$ cat src/rtl/fb_pkg.sv
// Shared types for the frame-buffer write path: scale codes, RGB565 pixel, FSM states.
// Default frame-buffer geometry lives here so top and bench agree on it.
package fb_pkg;

  localparam int FB_WIDTH_DEF  = 240;
  localparam int FB_HEIGHT_DEF = 320;

  typedef enum logic [1:0] {
    SCALE_1X  = 2'b00,
    SCALE_4X2 = 2'b10,
    SCALE_2X2 = 2'b11
  } scale_e;

  typedef struct packed {
    logic [4:0] r;
    logic [5:0] g;
    logic [4:0] b;
  } rgb565_t;

  typedef enum logic {
    WAIT    = 1'b0,
    CAPTURE = 1'b1
  } fsm_state_e;

  // Codes 00 and 01 are both 1:1.
  function automatic scale_e decode_scale(input logic [1:0] code);
    scale_e s;
    case (code)
      2'b10:   s = SCALE_4X2;
      2'b11:   s = SCALE_2X2;
      default: s = SCALE_1X;
    endcase
    return s;
  endfunction

endpackage

$ cat src/rtl/frame_buffer_writer_if.sv
// Pixel-stream input and BRAM port-A write bundle of the frame-buffer writer.
// master = source/BRAM side (testbench), slave = the writer itself.
interface frame_buffer_writer_if #(
  parameter int ADDR_W = 17
);
  logic              pixel_valid_in;
  logic [10:0]       hcount_in;
  logic [9:0]        vcount_in;
  logic [15:0]       pixel_data_in;
  logic              bram_we_out;
  logic [ADDR_W-1:0] bram_addr_out;
  logic [15:0]       bram_data_out;

  modport master (
    output pixel_valid_in, hcount_in, vcount_in, pixel_data_in,
    input  bram_we_out, bram_addr_out, bram_data_out
  );

  modport slave (
    input  pixel_valid_in, hcount_in, vcount_in, pixel_data_in,
    output bram_we_out, bram_addr_out, bram_data_out
  );
endinterface

$ cat src/rtl/rgb565_avg.sv
// Per-channel floor average of two RGB565 pixels (purely combinational).
// Only compiled when FB_WRITER_AVG_EN is defined, since only then is it instantiated.
`ifdef FB_WRITER_AVG_EN
module rgb565_avg
  import fb_pkg::*;
(
  input  rgb565_t a_i,
  input  rgb565_t b_i,
  output rgb565_t avg_o
);
  logic [5:0] r_sum;
  logic [6:0] g_sum;
  logic [5:0] b_sum;

  always_comb begin
    r_sum = {1'b0, a_i.r} + {1'b0, b_i.r};
    g_sum = {1'b0, a_i.g} + {1'b0, b_i.g};
    b_sum = {1'b0, a_i.b} + {1'b0, b_i.b};
    avg_o.r = r_sum[5:1];
    avg_o.g = g_sum[6:1];
    avg_o.b = b_sum[5:1];
  end
endmodule
`endif

$ cat src/rtl/frame_buffer_writer.sv
// Decimating raster-to-frame-buffer writer with a 2-cycle write pipeline.
// Optional FB_WRITER_AVG_EN: average kept pixel with its in-row predecessor when decimating.
module frame_buffer_writer
  import fb_pkg::*;
#(
  parameter int FB_WIDTH  = FB_WIDTH_DEF,
  parameter int FB_HEIGHT = FB_HEIGHT_DEF,
  parameter int ADDR_W    = 17
) (
  input  logic                  clk_in,
  input  logic                  rst_in,
  input  logic                  capture_en_in,
  input  logic [1:0]            scale_in,
  frame_buffer_writer_if.slave  pix_bus,
  output logic                  busy_out,
  output logic                  frame_done_out
);
  localparam int SH_W = $clog2(FB_WIDTH);
  localparam int SV_W = $clog2(FB_HEIGHT);

  fsm_state_e state_q, state_d;
  scale_e     scale_q, scale_d;

  logic        frame_start, capture_now, restart;
  logic        col_keep, row_keep, write_ok, last_px;
  logic [10:0] sh_full;
  logic [9:0]  sv_full;
  rgb565_t     pix_in, pix_data;

  logic            s1_we_q, s1_done_q;
  logic [SH_W-1:0] s1_sh_q;
  logic [SV_W-1:0] s1_sv_q;
  rgb565_t         s1_data_q;

  logic              we_q, done_q;
  logic [ADDR_W-1:0] addr_q, addr_calc, sv_ext;
  logic [15:0]       data_q;

  assign pix_in      = rgb565_t'(pix_bus.pixel_data_in);
  assign frame_start = pix_bus.pixel_valid_in && (pix_bus.hcount_in == 11'd0)
                       && (pix_bus.vcount_in == 10'd0);

  always_ff @(posedge clk_in) begin
    if (rst_in) begin
      state_q <= WAIT;
      scale_q <= SCALE_1X;
    end else begin
      state_q <= state_d;
      scale_q <= scale_d;
    end
  end

  // scale_d is the scale that applies to the current pixel, so a frame-start
  // pixel is already decimated with the newly latched code.
  always_comb begin
    state_d     = state_q;
    scale_d     = scale_q;
    capture_now = 1'b0;
    restart     = 1'b0;
    case (state_q)
      WAIT: begin
        if (frame_start && capture_en_in) begin
          state_d     = CAPTURE;
          scale_d     = decode_scale(scale_in);
          capture_now = 1'b1;
        end
      end
      CAPTURE: begin
        capture_now = 1'b1;
        if (frame_start) begin
          restart = 1'b1;
          if (capture_en_in) begin
            scale_d = decode_scale(scale_in);
          end else begin
            state_d     = WAIT;
            capture_now = 1'b0;
          end
        end
      end
      default: state_d = WAIT;
    endcase

    sh_full  = pix_bus.hcount_in;
    sv_full  = pix_bus.vcount_in;
    col_keep = 1'b1;
    row_keep = 1'b1;
    case (scale_d)
      SCALE_4X2: begin
        sh_full  = {2'b00, pix_bus.hcount_in[10:2]};
        sv_full  = {1'b0, pix_bus.vcount_in[9:1]};
        col_keep = &pix_bus.hcount_in[1:0];
        row_keep = ~pix_bus.vcount_in[0];
      end
      SCALE_2X2: begin
        sh_full  = {1'b0, pix_bus.hcount_in[10:1]};
        sv_full  = {1'b0, pix_bus.vcount_in[9:1]};
        col_keep = pix_bus.hcount_in[0];
        row_keep = ~pix_bus.vcount_in[0];
      end
      default: ;
    endcase

    write_ok = pix_bus.pixel_valid_in && capture_now && col_keep && row_keep
               && (sh_full < 11'(FB_WIDTH)) && (sv_full < 10'(FB_HEIGHT));
    last_px  = write_ok && (sh_full == 11'(FB_WIDTH - 1)) && (sv_full == 10'(FB_HEIGHT - 1));
    if (last_px) state_d = WAIT;
  end

`ifdef FB_WRITER_AVG_EN
  logic    hist_valid_q;
  logic [9:0] hist_row_q;
  rgb565_t hist_data_q, avg_data;

  rgb565_avg u_avg (
    .a_i   (hist_data_q),
    .b_i   (pix_in),
    .avg_o (avg_data)
  );

  always_ff @(posedge clk_in) begin
    if (rst_in) begin
      hist_valid_q <= 1'b0;
      hist_row_q   <= '0;
      hist_data_q  <= '0;
    end else if (pix_bus.pixel_valid_in) begin
      hist_valid_q <= 1'b1;
      hist_row_q   <= pix_bus.vcount_in;
      hist_data_q  <= pix_in;
    end
  end

  always_comb begin
    pix_data = pix_in;
    if ((scale_d != SCALE_1X) && hist_valid_q && (hist_row_q == pix_bus.vcount_in))
      pix_data = avg_data;
  end
`else
  assign pix_data = pix_in;
`endif

  always_ff @(posedge clk_in) begin
    if (rst_in) begin
      s1_we_q   <= 1'b0;
      s1_done_q <= 1'b0;
      s1_sh_q   <= '0;
      s1_sv_q   <= '0;
      s1_data_q <= '0;
    end else begin
      s1_we_q   <= write_ok;
      s1_done_q <= restart || last_px;
      s1_sh_q   <= sh_full[SH_W-1:0];
      s1_sv_q   <= sv_full[SV_W-1:0];
      s1_data_q <= pix_data;
    end
  end

  // sv*240 without a multiplier.
  always_comb begin
    sv_ext    = ADDR_W'(s1_sv_q);
    addr_calc = (sv_ext << 8) - (sv_ext << 4) + ADDR_W'(s1_sh_q);
  end

  always_ff @(posedge clk_in) begin
    if (rst_in) begin
      we_q   <= 1'b0;
      done_q <= 1'b0;
      addr_q <= '0;
      data_q <= '0;
    end else begin
      we_q   <= s1_we_q;
      done_q <= s1_done_q;
      addr_q <= s1_we_q ? addr_calc : '0;
      data_q <= s1_we_q ? 16'(s1_data_q) : 16'h0000;
    end
  end

  assign pix_bus.bram_we_out   = we_q;
  assign pix_bus.bram_addr_out = addr_q;
  assign pix_bus.bram_data_out = data_q;
  assign frame_done_out        = done_q;
  assign busy_out              = (state_q == CAPTURE);

endmodule

$ cat src/flat_wrapper.sv
// flat-port wrapper written by rule: the top's interface ports become plain ports
module frame_buffer_writer_flat import fb_pkg::*;
#(
  parameter int FB_WIDTH  = FB_WIDTH_DEF,
  parameter int FB_HEIGHT = FB_HEIGHT_DEF,
  parameter int ADDR_W    = 17
)
  (clk_in, rst_in, capture_en_in, scale_in, busy_out, frame_done_out, pix_bus_pixel_valid_in, pix_bus_hcount_in, pix_bus_vcount_in, pix_bus_pixel_data_in, pix_bus_bram_we_out, pix_bus_bram_addr_out, pix_bus_bram_data_out);
  frame_buffer_writer_if #(.ADDR_W(ADDR_W)) pix_bus_i ();
  input  logic clk_in;
  input  logic rst_in;
  input  logic capture_en_in;
  input  logic [1:0] scale_in;
  output logic busy_out;
  output logic frame_done_out;
  input wire logic [$bits(pix_bus_i.pixel_valid_in)-1:0] pix_bus_pixel_valid_in;
  input wire logic [$bits(pix_bus_i.hcount_in)-1:0] pix_bus_hcount_in;
  input wire logic [$bits(pix_bus_i.vcount_in)-1:0] pix_bus_vcount_in;
  input wire logic [$bits(pix_bus_i.pixel_data_in)-1:0] pix_bus_pixel_data_in;
  output wire logic [$bits(pix_bus_i.bram_we_out)-1:0] pix_bus_bram_we_out;
  output wire logic [$bits(pix_bus_i.bram_addr_out)-1:0] pix_bus_bram_addr_out;
  output wire logic [$bits(pix_bus_i.bram_data_out)-1:0] pix_bus_bram_data_out;
  assign pix_bus_i.pixel_valid_in = pix_bus_pixel_valid_in;
  assign pix_bus_i.hcount_in = pix_bus_hcount_in;
  assign pix_bus_i.vcount_in = pix_bus_vcount_in;
  assign pix_bus_i.pixel_data_in = pix_bus_pixel_data_in;
  assign pix_bus_bram_we_out = pix_bus_i.bram_we_out;
  assign pix_bus_bram_addr_out = pix_bus_i.bram_addr_out;
  assign pix_bus_bram_data_out = pix_bus_i.bram_data_out;
  frame_buffer_writer #(.FB_WIDTH(FB_WIDTH), .FB_HEIGHT(FB_HEIGHT), .ADDR_W(ADDR_W)) u_core (.clk_in(clk_in), .rst_in(rst_in), .capture_en_in(capture_en_in), .scale_in(scale_in), .pix_bus(pix_bus_i), .busy_out(busy_out), .frame_done_out(frame_done_out));
endmodule
$ cat config.mk
export PLATFORM = sky130hd
export DESIGN_NAME = frame_buffer_writer_flat
export DESIGN_NICKNAME = d
export VERILOG_FILES = /design/src/rtl/fb_pkg.sv /design/src/rtl/frame_buffer_writer_if.sv /design/src/rtl/rgb565_avg.sv /design/src/rtl/frame_buffer_writer.sv /design/src/flat_wrapper.sv
export SDC_FILE = /design/constraint.sdc
export NUM_CORES = 1
export LEC_CHECK = 0
export CAP_MARGIN = 20
export CORE_MARGIN = 5
export CORE_UTILIZATION = 43
export DETAILED_ROUTE_END_ITERATION = 16
export GPL_TIMING_DRIVEN = 0
export PLACE_DENSITY = 0.75
export SETUP_SLACK_MARGIN = 0.5
export SLEW_MARGIN = 20
export SYNTH_ARGS = -nofsm -noshare
export SYNTH_HDL_FRONTEND = slang
export SYNTH_HIERARCHICAL = 1
export SYNTH_SLANG_ARGS = --single-unit
$ cat constraint.sdc
create_clock -name clk_in -period 2.4 [get_ports clk_in]
set_input_delay 0.48 -clock clk_in [delete_from_list [all_inputs] [get_ports clk_in]]
set_output_delay 0.48 -clock clk_in [all_outputs]
set_load 0.02 [all_outputs]
==> impl_metrics.ini <==
[logic_synthesis]
synth_ff_type = dfxtp_1
post_synth_num_cell_types = 50
syn-cell-area_mm2 = 0.00291
netlist.area_leader.share = 0.503
synth.avg_cell_area_um2 = 9.26
synthCells = 314
syn_nets = 366
synthArstFlopShare = 0
yosysSeqAreaShare = 0.503
yosysTopAreaCell = dfxtp_1
ys_seq_elements = 73
synth_edf_count = 0
ys_warn_count = 6
yosys-top-cells-area = dfxtp_1 (50%), and2_1 (4.7%), nand2_1 (4.6%), ha_1 (3.9%), nor2b_1 (3.9%)

[worst_setup_path]
required_ps = 2630
cp_slowest_cell = nor4b_4
max_stage_delay_ps = 360
path_max_fanout = 6
critPathKind = primary input to register
cp-startpoint = pix_bus_hcount_in[4]
crit_buf_inv = 1
worstPathCellList = buf_12 > nor4b_4 > and4_4 > nand3_4 > mux2_4 > o31a_1 > nor4_2 > nand4b_1 > and2_1
startpoint_type = primary input
cp-end-kind = register
worstReg2RegStart = u_core/s1_sv_q[0]
arrival_ps = 2470
path_delay_family = simple AND/OR/NAND/NOR gates

[grt]
grt_pass1_wl_um = 12200
track_usage = 0.184
antenna_found_initial = 0
grt_max_degree = 14
grt_overflow = 0
grt_pass1_vias = 2584

[cts]
clk_pin_slew_ps = 80
holdBufCountCts = 0
cts_tree = built
cts_buffers = 9
cts_max_path_buffers = 2
insertion_delay_ps = 340
clockRootBuffer = clkbuf_8
htree_levels = 3
cts_sinks = 73

[sta]
rsz0062_at_grt = true
fin_crit_sh = 0.933
whs_ps = 419
timing.fmax_mhz = 446
hold_viol_final = 0
relSlewSlack = 0.578
worst_slew_pin_slew_ps = 634
finalSetupViolCount = 0
clock_skew_ps = 9.10
finalCriticalPeriod_ps = 2240
timing.final.ws_setup_ps = 160
slew_violations = 0
fin_tns_setup_ps = 0

[min_path]
min_from = pix_bus_vcount_in[1]
hold_path_class = primary input to register

[floorplanning]
dieArea_mm2 = 0.00851
start_util = 0.435
ios = 79
row_count = 30
die_h_um = 92.2
fp.coreArea_mm2 = 0.00668
dieWidth_um = 92.2

[routing]
dr.pass1.iters = 4
ant_nets = 0
drc_errors = 0
vias = 2755
drtIter0Drc = 129
via_per_inst = 5.27
routedWlPerCell_um = 15.8
drt-total-wl_um = 8250

[cells_and_area]
fillers = 493
layout_commonest_cell = dfxtp_1
num_antenna_cells = 0
layout_common_cells = dfxtp_1 (69), clkdlybuf4s50_1 (55), buf_4 (33), nand2_1 (33), and2_1 (21)
area_growth_pct = 58.5
drive_gt1_frac = 0.289
utilization = 0.690
multi_input_area_mm2 = 0.00165
layout.cells.non_filler = 523
num-nets-final = 490
seq_area_mm2 = 0.00147

[placed_design]
gp_congestion = 0.982
numPlacedInstances = 472
hpwlAfterDp_um = 5300
place_ws_ps = -706
port_buffers = 78

[power]
powerDensity_mw_per_mm2 = 551
leakage_uw = 0.00183
peakVddDrop_v = 0.000259

[flow_run]
cap_violations = 0

[run_status]
outcome = finished clean
-- report_power, final --
group	total [uW]	switching [uW]	leakage, uW	internal [uW]
combinational	421	195	0.00115	226
sequential	1250	12.4	0.000598	1240
clock	865	456	0.0000822	409
total	2540	664	0.00183	1870
-- registers in the layout, summed over array words and instances, names as in the netlist --
name	count
u_core/pix_bus.bram_data_out	16
u_core/s1_sv_q	9
u_core/frame_done_out	1
u_core/busy_out	1
u_core/s1_done_q	1
u_core/scale_q	2
u_core/pix_bus.bram_addr_out	17
u_core/s1_sh_q	8
u_core/s1_we_q	1
u_core/s1_data_q	16
u_core/pix_bus.bram_we_out	1
-- cell type report --
class	count	area share
clock inverter	5	0.00869
inverter	17	0.0138
sequential	73	0.319
clock buffer	11	0.0307
buffer	12	0.0209
tap	80	0.0217
timing repair buffer	113	0.228
multi-input combinational	212	0.357
-- cells in the mapped netlist, types with 3 or more instances --
library cell and instances:
o21a_1 4, nor3_1 10, inv_1 17, dfxtp_1 73, a221oi_1 3, nor2_1 24, xnor2_1 4, nand2b_1 3
clkbuf_1 10, a21oi_1 17, a311oi_1 4, and2_1 22, nand2_1 36, nand4_1 4, nor4_2 3, nor4_1 4
nand3_1 5, nor2b_1 18, ha_1 9, a31oi_1 4, nor3b_1 3, o21ai_0 5
-- through the flow --
step           cell area, um^2  total power [uW]
2_1_floorplan             3000              1420
3_3_place_gp              3880              1540
3_5_place_dp              3880              1550
4_1_cts                   4360              2460
5_1_grt                   4610              2650
6_report                  4610              2540
-- cell families (layout without fill, tap and decap cells) --
group | count (synthesis) | in the layout | share of synthesized area
AOI/OAI and AO/OA | 50 | 50 | 0.114
buffers and inverters | 29 | 158 | 0.0379
muxes | 2 | 2 | 0.00860
and+or+nand+nor | 145 | 145 | 0.280
adders and majority gates | 9 | 9 | 0.0387
DFF | 73 | 73 | 0.503
xor gates and xnor gates | 6 | 6 | 0.0181
-- worst min-delay path: cells and delay by family --
kind                   cells  cell delay, ps
buffers and inverters      1             110
AOI/OAI and AO/OA          1              60
and+or+nand+nor            1              50
-- per-layer routing --
metal | vias up | global-route usage | wire length (um)
met4 | 0 | 0.0866 | 218
met1 | 1297 | 0.203 | 3310
met2 | 110 | 0.324 | 4240
met5 | - | 0 | 0
li1 | 1327 | - | -
met3 | 21 | 0.0517 | 491
-- path summary, 6_finish.rpt --
kind,slack [ps],to,depth (start not counted)
worst max-delay path,160,u_core/busy_out,9
worst min-delay path,420,u_core/s1_sv_q[0],3
worst max register to register,300,u_core/pix_bus.bram_addr_out[16],10
worst min register to register,420,u_core/pix_bus.bram_data_out[6],1
-- repair_timing --
| action | 4_1_cts | 5_1_grt |
|---|---|---|
| endpoints found under the setup margin | 26 | 29 |
| pin swaps | 25 | 17 |
| buffers inserted | 24 | 11 |
| gates resized for setup | 136 | 39 |
No activity file was read; power rests on OpenSTA's default activity.
